### config.mk
export PLATFORM = sky130hd
export DESIGN_NAME = mult_div_unit
export DESIGN_NICKNAME = d
export VERILOG_FILES = /design/src/rtl/mult_div_unit.sv
export SDC_FILE = /design/constraint.sdc
export NUM_CORES = 1
export LEC_CHECK = 0
export BUFFER_PORTS_ARGS = -buffer_cell sky130_fd_sc_hd__buf_2
export CORE_AREA = 2 2 244 174
export DETAILED_ROUTE_END_ITERATION = 8
export DIE_AREA = 0 0 246 176
export GPL_TIMING_DRIVEN = 1
export SLEW_MARGIN = 20
export SYNTH_ARGS = -nofsm -noshare
export SYNTH_HDL_FRONTEND = slang
export SYNTH_SLANG_ARGS = --single-unit
### constraint.sdc
create_clock -name clock -period 4.2 [get_ports clock]
set_clock_uncertainty 0.1 [all_clocks]
set_input_delay 0.21 -clock clock [delete_from_list [all_inputs] [get_ports clock]]
set_output_delay 0.21 -clock clock [all_outputs]
set_load 0.005 [all_outputs]
### src/rtl/mult_div_unit.sv
// -----------------------------------------------------------------------------
// mult_div_unit
//   Iterative HI/LO multiply/divide unit for the MIPS execute stage.
//   Operations: MULT, MULTU (radix-2 shift-add), DIV, DIVU (restoring
//   shift-subtract), MTHI, MTLO (direct register writes). Signed operations
//   work on magnitudes and apply a two's-complement fix-up at the end.
//
//   Optional build macro: MDU_FAST_MUL_EN
//     defined   -> MULT/MULTU use a combinational multiplier and skip RUN
//     undefined -> all multiplies iterate for DATA_WIDTH cycles
//
// Ports:
//   clock      rising-edge clock
//   resetN     asynchronous active-low reset
//   start      operation request, sampled on every rising edge
//   op         0=MULT 1=MULTU 2=DIV 3=DIVU 4=MTHI 5=MTLO 6/7=ignored
//   a, b       operands (a is also the MTHI/MTLO source)
//   busy       high while a multiply/divide is in progress
//   done       one-cycle pulse when hi/lo hold a new result
//   hi, lo     result registers (product halves / remainder, quotient)
//   divByZero  sticky flag from the most recent divide
// -----------------------------------------------------------------------------
module mult_div_unit #(
   parameter int DATA_WIDTH  = 32,
   parameter int COUNT_WIDTH = 6
) (
   input  logic                  clock,
   input  logic                  resetN,
   input  logic                  start,
   input  logic [2:0]            op,
   input  logic [DATA_WIDTH-1:0] a,
   input  logic [DATA_WIDTH-1:0] b,
   output logic                  busy,
   output logic                  done,
   output logic [DATA_WIDTH-1:0] hi,
   output logic [DATA_WIDTH-1:0] lo,
   output logic                  divByZero
);

   localparam int W = DATA_WIDTH;

   localparam logic [2:0] OP_MULT  = 3'd0;
   localparam logic [2:0] OP_MULTU = 3'd1;
   localparam logic [2:0] OP_DIV   = 3'd2;
   localparam logic [2:0] OP_DIVU  = 3'd3;
   localparam logic [2:0] OP_MTHI  = 3'd4;
   localparam logic [2:0] OP_MTLO  = 3'd5;

   typedef enum logic [1:0] {IDLE, RUN, FIX} state_t;

   state_t                 state_q, state_d;
   logic [COUNT_WIDTH-1:0] cnt_q, cnt_d;
   // acc holds {partial product, multiplier} or {remainder, dividend/quotient}
   logic [2*W-1:0]         acc_q, acc_d;
   logic [W-1:0]           opnd_q, opnd_d;       // multiplicand or divisor magnitude
   logic                   is_div_q, is_div_d;
   logic                   lo_neg_q, lo_neg_d;   // negate product / quotient
   logic                   hi_neg_q, hi_neg_d;   // negate remainder
   logic                   dz_q, dz_d;
   logic [W-1:0]           hi_q, hi_d;
   logic [W-1:0]           lo_q, lo_d;
   logic                   done_q, done_d;
   logic                   dbz_q, dbz_d;
   // MTHI/MTLO are committed one edge after acceptance so that the write
   // and its done pulse land in the same cycle as for the other operations
   logic                   mt_hi_q, mt_hi_d;
   logic                   mt_lo_q, mt_lo_d;
   logic [W-1:0]           mt_data_q, mt_data_d;

   // Start-time operand conditioning
   logic         op_is_mul, op_is_div, op_signed, a_neg, b_neg, b_zero;
   logic [W-1:0] a_mag, b_mag;

   // Iteration datapath
   logic [W:0]     mul_sum, div_shift, div_diff;
   logic           div_ok;
   logic [2*W-1:0] mul_next, div_next, prod_fix;
   logic [W-1:0]   q_fix, r_fix;
`ifdef MDU_FAST_MUL_EN
   logic [2*W-1:0] fast_prod;
`endif

   always_comb begin
      op_is_mul = (op == OP_MULT) || (op == OP_MULTU);
      op_is_div = (op == OP_DIV)  || (op == OP_DIVU);
      op_signed = (op == OP_MULT) || (op == OP_DIV);
      a_neg     = op_signed && a[W-1];
      b_neg     = op_signed && b[W-1];
      b_zero    = (b == '0);
      b_mag     = b_neg ? -b : b;
      // A zero divisor passes the raw dividend through so the iteration
      // leaves it untouched in the remainder (hi = a, lo = all ones).
      if (op_is_div && b_zero) a_mag = a;
      else                     a_mag = a_neg ? -a : a;
   end

   always_comb begin
      mul_sum   = {1'b0, acc_q[2*W-1:W]} + (acc_q[0] ? {1'b0, opnd_q} : '0);
      mul_next  = {mul_sum, acc_q[W-1:1]};
      div_shift = {acc_q[2*W-1:W], acc_q[W-1]};
      div_diff  = div_shift - {1'b0, opnd_q};
      div_ok    = ~div_diff[W];
      div_next  = {(div_ok ? div_diff[W-1:0] : div_shift[W-1:0]), acc_q[W-2:0], div_ok};
      prod_fix  = lo_neg_q ? -acc_q : acc_q;
      q_fix     = lo_neg_q ? -acc_q[W-1:0]   : acc_q[W-1:0];
      r_fix     = hi_neg_q ? -acc_q[2*W-1:W] : acc_q[2*W-1:W];
   end

`ifdef MDU_FAST_MUL_EN
   assign fast_prod = {{W{1'b0}}, a_mag} * {{W{1'b0}}, b_mag};
`endif

   // Next-state and register updates
   always_comb begin
      state_d   = state_q;
      cnt_d     = cnt_q;
      acc_d     = acc_q;
      opnd_d    = opnd_q;
      is_div_d  = is_div_q;
      lo_neg_d  = lo_neg_q;
      hi_neg_d  = hi_neg_q;
      dz_d      = dz_q;
      hi_d      = hi_q;
      lo_d      = lo_q;
      dbz_d     = dbz_q;
      done_d    = 1'b0;
      mt_hi_d   = 1'b0;
      mt_lo_d   = 1'b0;
      mt_data_d = mt_data_q;

      if (mt_hi_q) hi_d = mt_data_q;
      if (mt_lo_q) lo_d = mt_data_q;
      if (mt_hi_q || mt_lo_q) done_d = 1'b1;

      case (state_q)
         IDLE: begin
            if (start && (op_is_mul || op_is_div)) begin
               cnt_d    = '0;
               is_div_d = op_is_div;
               dz_d     = op_is_div && b_zero;
               lo_neg_d = (a_neg ^ b_neg) && !(op_is_div && b_zero);
               hi_neg_d = op_is_div ? (a_neg && !b_zero) : (a_neg ^ b_neg);
               opnd_d   = op_is_mul ? a_mag : b_mag;
               acc_d    = {{W{1'b0}}, (op_is_mul ? b_mag : a_mag)};
               state_d  = RUN;
`ifdef MDU_FAST_MUL_EN
               if (op_is_mul) begin
                  acc_d   = fast_prod;
                  state_d = FIX;
               end
`endif
            end else if (start && (op == OP_MTHI)) begin
               mt_hi_d   = 1'b1;
               mt_data_d = a;
            end else if (start && (op == OP_MTLO)) begin
               mt_lo_d   = 1'b1;
               mt_data_d = a;
            end
         end
         RUN: begin
            acc_d = is_div_q ? div_next : mul_next;
            cnt_d = cnt_q + COUNT_WIDTH'(1);
            if (cnt_q == COUNT_WIDTH'(W - 1)) state_d = FIX;
         end
         FIX: begin
            if (is_div_q) begin
               hi_d  = r_fix;
               lo_d  = q_fix;
               dbz_d = dz_q;
            end else begin
               hi_d = prod_fix[2*W-1:W];
               lo_d = prod_fix[W-1:0];
            end
            done_d  = 1'b1;
            state_d = IDLE;
         end
         default: state_d = IDLE;
      endcase
   end

   always_ff @(posedge clock or negedge resetN) begin
      if (!resetN) begin
         state_q   <= IDLE;
         cnt_q     <= '0;
         acc_q     <= '0;
         opnd_q    <= '0;
         is_div_q  <= 1'b0;
         lo_neg_q  <= 1'b0;
         hi_neg_q  <= 1'b0;
         dz_q      <= 1'b0;
         hi_q      <= '0;
         lo_q      <= '0;
         done_q    <= 1'b0;
         dbz_q     <= 1'b0;
         mt_hi_q   <= 1'b0;
         mt_lo_q   <= 1'b0;
         mt_data_q <= '0;
      end else begin
         state_q   <= state_d;
         cnt_q     <= cnt_d;
         acc_q     <= acc_d;
         opnd_q    <= opnd_d;
         is_div_q  <= is_div_d;
         lo_neg_q  <= lo_neg_d;
         hi_neg_q  <= hi_neg_d;
         dz_q      <= dz_d;
         hi_q      <= hi_d;
         lo_q      <= lo_d;
         done_q    <= done_d;
         dbz_q     <= dbz_d;
         mt_hi_q   <= mt_hi_d;
         mt_lo_q   <= mt_lo_d;
         mt_data_q <= mt_data_d;
      end
   end

   assign busy      = (state_q != IDLE);
   assign done      = done_q;
   assign hi        = hi_q;
   assign lo        = lo_q;
   assign divByZero = dbz_q;

endmodule

# Word level (Yosys, flattened, before mapping)
# Index checks and enable logic that the tools add are counted.
# word_totals
reg_bits	208
latchBits	0
ramBits	0
mem_bits_ro	0
output_inout_bits	67
wordCells	100
n_memories	0
# classes
addsub	8
n_mul	0
div_mod_pow	0
order_cmp	0
n_eq_ne	10
shifts	0
n_mux	36
bitwise_logic	3
reduce_logical	28
# op_table
op	count
32-bit two-way mux	17
64-bit two-way mux	3
32-bit negator	4
64-bit one-hot mux with 2 select lines	1
64-bit negator	1
32-bit by 32-bit adder with 33-bit output	1
33-bit by 32-bit subtractor with 33-bit output	1
32-bit zero test	1
6-bit one-hot mux with 2 select lines	1
1-bit two-way mux	10
2-bit nonzero test	5
1-bit logical AND	8
2-bit AND reduction	4
6-bit by 1-bit adder with 6-bit output (second input constant)	1
3-bit by 2-bit == test with 1-bit output (second input constant)	2
3-bit == test (second input constant)	2
6-bit by 5-bit == test with 1-bit output (second input constant)	1
6-bit two-way mux	1
1-bit logical OR	5
2-bit two-way mux	2
2-bit inequality test (second input constant)	2
2-bit one-hot mux with 2 select lines	1
3-bit by 1-bit == test with 1-bit output (second input constant)	1
3-bit zero test	1
7 further kinds	9

# Logic depth before layout (Yosys ltp)
# depth
depth_word	8
depth_mapped	14

# Least setup slack after synthesis
# No wires, ideal clock.
# synth_path
kind	reg2reg
from	register acc_q[31]
to	register acc_q[53]
arrival_time_ns	3.220
path_slack_ns	0.793
stages_incl_launch_ff	15
path_buffers	2
path_cell_list	dfrtp_1 clkbuf_1 inv_1 ha_1 fa_1 nand2b_1 a21oi_1 o21ai_0 a21oi_1 a31oi_1 xnor2_1 clkbuf_1 nand2_1 a2111o_1 o211ai_1
# synth_via
elab_chain_len	4
# synth_lines
element	line	source
start: declaration	54	logic [2*W-1:0] acc_q, acc_d;
start signal: assignment	185	acc_q <= '0;
start signal: assignment	201	acc_q <= acc_d;
33-bit by 32-bit subtractor with 33-bit output	101	div_diff = div_shift - {1'b0, opnd_q};
32-bit two-way mux	103	div_next = {(div_ok ? div_diff[W-1:0] : div_shift[W-1:0]), acc_q[W-2:0], div_ok};
64-bit two-way mux	161	acc_d = is_div_q ? div_next : mul_next;
64-bit one-hot mux with 2 select lines	135	case (state_q)
# No other way between the ends.
# A chain may end at the register's enable or synchronous reset.

# Worst setup path in the final report
# layout_path
from	register acc_q[0]
to	register acc_q[61]
# layout_via
elab_chain_len	4
# layout_lines
element	line	source
32-bit two-way mux	98	mul_sum = {1'b0, acc_q[2*W-1:W]} + (acc_q[0] ? {1'b0, opnd_q} : '0);
32-bit by 32-bit adder with 33-bit output	98	
64-bit two-way mux	161	
64-bit one-hot mux with 2 select lines	135	
# No other way between the ends.

==> summary.txt <==
Hold path
  – Hold depth: 3
  – HP Class: in -> reg

Worst setup path
  – Crit Path Category: reg -> reg
  – Critical path cell sequence: inv_1 -> buf_4 -> nor2_1 -> ha_1 -> and2_1 -> nor3b_1 -> a221oi_1 -> nand2b_1 -> and2_1 -> o211a_1 -> o41ai_1 -> mux2i_1 -> o211ai_1
  – Arr. time, crit path: around 4.2 ns
  – Critical Path Sink Type: register
  – R2R cell count: 13
  – CP dominant cell by count: and2_1
  – Startpoint types: register
  – Worst Path Required: 4.50 ns
  – CP max stage cell: dfrtp_1
  – CP max stage delay: approximately 0.49 ns
  – Worst-path fanout max: 21

Drt
  – Final wirelength: 58.9 mm
  – Drt via density: 6.01
  – Vias: 15.8k
  – Wire length per cell: approximately 22 um
  – DR iter-0 viols: 1616
  – Router iterations before antenna repair: 6
  – DRT antenna net count: 0
  – Drt drc: 0

Pwr
  – Net Sw Frac: 46.6%
  – Comb pwr share: 56.4%
  – Clock Power Share: 17.0%
  – Psw: 6.21 mW
  – Power Dens Cells: just over 700 nW/um^2
  – Maximum vdd ir drop: between 400 and 500 uV
  – Sequential share of power: a little over a quarter
  – Internal power: 7.12 mW
  – LEAKAGE: 7.95 nW

Global routing
  – First-pass GRT wire length: 89.2 mm
  – Gr ovfl total: 0
  – Vias in the first global route: 14.9k
  – Largest net degree at the start of global routing: 128
  – GRT Overall Usage: a little over a quarter
  – Initial antenna violation count: 1

Placed design
  – Dpl ws: ~0.37 ns
  – HPWL Detailed: approximately 45 mm
  – Final GP Congestion: just over 0.9
  – PortBufs: 136

Die
  – Cell row count: 62
  – Core area: 40700 um^2
  – DIE AREA: 43300 um^2
  – Die height: 176 um
  – Io pins: between 100 and 150
  – Initial Util: around two fifths
  – Die Wd: ~250 um

STA
  – Slew headroom: around 29%
  – Hold Violations, Final: 0
  – Pins Over Slew Limit: 0
  – Hold slack: 0.00880 ns
  – Tcrit/Tclk final: 92.5%
  – Setup TNS: 0 ns
  – Min Tclk post-route: 3.88 ns
  – Final Worst Setup Slack: 0.316 ns
  – Worst-Margin Slew: about 1.1 ns
  – Max Freq: 257 MHz
  – RSZ-0062 raised after global routing: false
  – Final setup vio count: 0

Synth
  – Synth area leaders: dfrtp_1, mux2i_1, o21ai_0, ha_1, nand2_1
  – Post-Synthesis Cell Area: 16100 um^2
  – Synthesis warning total: 0
  – Post-synth EDFFs: 0
  – Syn nets: 2063
  – Syn avg cell area: between 8 and 9 um^2
  – Yosys cell types: 75
  – Register area share after synthesis: 32.3%
  – Gate Count Post-Synth: between 1.5k and 2k
  – FF+latch count, synth: 208
  – Async S/R FF share, synth: 100%
  – Main flop type after synthesis: dfrtp_1
  – Synth area leader: dfrtp_1
  – Share of the synthesized area in the top cell type: between 30% and 40%

Clocking
  – Max Root-Sink Buffers: 3
  – Worst skew pair latency: 0.54 ns
  – Root Buffer Master: clkbuf_16
  – Worst-path clk slew: about 0.070 ns
  – H-tree depth: 1
  – Num Clock Sinks: 208
  – CTS tree: yes
  – TritonCTS buffer count: 22

Cells and area
  – Final net count: 2202
  – Fillers: 3976
  – Share of cells above drive strength 1: between 10% and 20%
  – Area added between synthesis and finish: 16.5%
  – Inserted Diodes: 0

Status
  – Status: completed

Run
  – Max-cap viol count: 0
[power by group through the flow]
stage,Clock [mW],Sequential [mW],Combinational [mW]
after floorplan,0,3.13,5.47
after detailed placement,0,3.55,7.33
after global placement,0,3.54,7.25
final,2.26,3.55,7.52
after global routing,2.37,3.62,8.26
after CTS,2.29,3.52,7.41
[through the flow]
step	instances	power (mW)	util [%]	cell area [um^2]
after floorplan	1922	8.60	-	16100
after global placement	2537	10.8	43.0	17500
final	2621	13.3	46.2	18800
after detailed placement	2537	10.9	43.0	17500
after global routing	2621	14.3	46.2	18800
after CTS	2620	13.2	46.1	18800
[layer usage]
layer | global-route usage [%] | routed length, um
met5 | 0 | 13
met3 | 5.97 | 5490
met2 | 37.7 | 24300
met1 | 40.3 | 27600
met4 | 6.54 | 1520
[worst paths after layout]
| check | from | end | slack (ns) |
|---|---|---|---|
| worst max-delay path | acc_q[0] | acc_q[61] | 0.32 |
| worst min register to register | cnt_q[5] | state_q[1] | 0.39 |
| worst max register to register | acc_q[0] | acc_q[61] | 0.32 |
| worst min-delay path | b[3] | opnd_q[3] | 0.009 |
| max in group asynchronous | resetN | hi[11] | 2.65 |
| min in group asynchronous | resetN | acc_q[62] | 0.24 |
[state kept, by name (all words and copies together) (netlist names)]
name	count
mt_lo_q	1
is_div_q	1
state_q	2
cnt_q	6
dz_q	1
divByZero	1
hi_neg_q	1
hi	32
lo	32
lo_neg_q	1
mt_data_q	32
done	1
mt_hi_q	1
acc_q	64
opnd_q	32
[cell type report]
type,instances,area [um^2],area share (%)
well taps,544,681,3.62
clock inverters,12,196,1.05
repair buffers,231,1560,8.31
clock buffers,28,624,3.32
multi-input cells,1537,10300,54.8
flip-flops and latches,208,5210,27.7
inverters,61,229,1.22
[cells in the mapped netlist (27+ instances only)]
master / number
a21oi_1: 119
a22oi_1: 28
clkbuf_1: 104
dfrtp_1: 208
ha_1: 69
inv_1: 61
mux2_2: 33
mux2i_1: 112
nand2_1: 223
nand3_1: 34
nor2_1: 132
nor3_1: 30
o21ai_0: 190
o221ai_1: 27
o31ai_1: 35
xnor2_1: 92
xor2_1: 82
[layout by cell type, fill, tap and decap left out, types with 43 or more instances in the layout]
master         instances
inv_1                 61
dfrtp_1              205
buf_4                 48
buf_2                135
xor2_1                82
o21ai_0              189
mux2i_1              112
nor2_1               130
a21oi_1              118
dlygate4sd3_1         43
nand2_1              223
xnor2_1               91
ha_1                  69
[worst max-delay path: cells and delay by family, from the launching register on]
family	cells	cell delay, ns
mux	1	0.27
buf+inv	2	0.70
flops	1	0.49
fa+ha+maj	1	0.36
compound gates	4	0.92
simple gates	5	0.90
[what timing repair did]
item | in CTS | in global routing
gates resized for setup | 0 | 1
buffers inserted | 0 | 0
setup endpoints to repair | 0 | 1
endpoints found under the hold margin | 171 | 0
hold buffers | 43 | 0
[kinds of logic (layout without fill, tap and decap cells)]
logic type / after synthesis / count (layout) / share of synthesized area [%]
AO/OA/AOI/OAI: 569 / 569 / 22.3
XOR/XNOR: 174 / 174 / 9.44
adder cells (fa/ha/maj): 71 / 71 / 5.60
buffers and inverters: 177 / 332 / 4.14
flip-flops: 208 / 208 / 32.3
multiplexers: 145 / 145 / 9.25
AND/OR/NAND/NOR: 578 / 578 / 17.0
(Power assumes the default switching activity.)
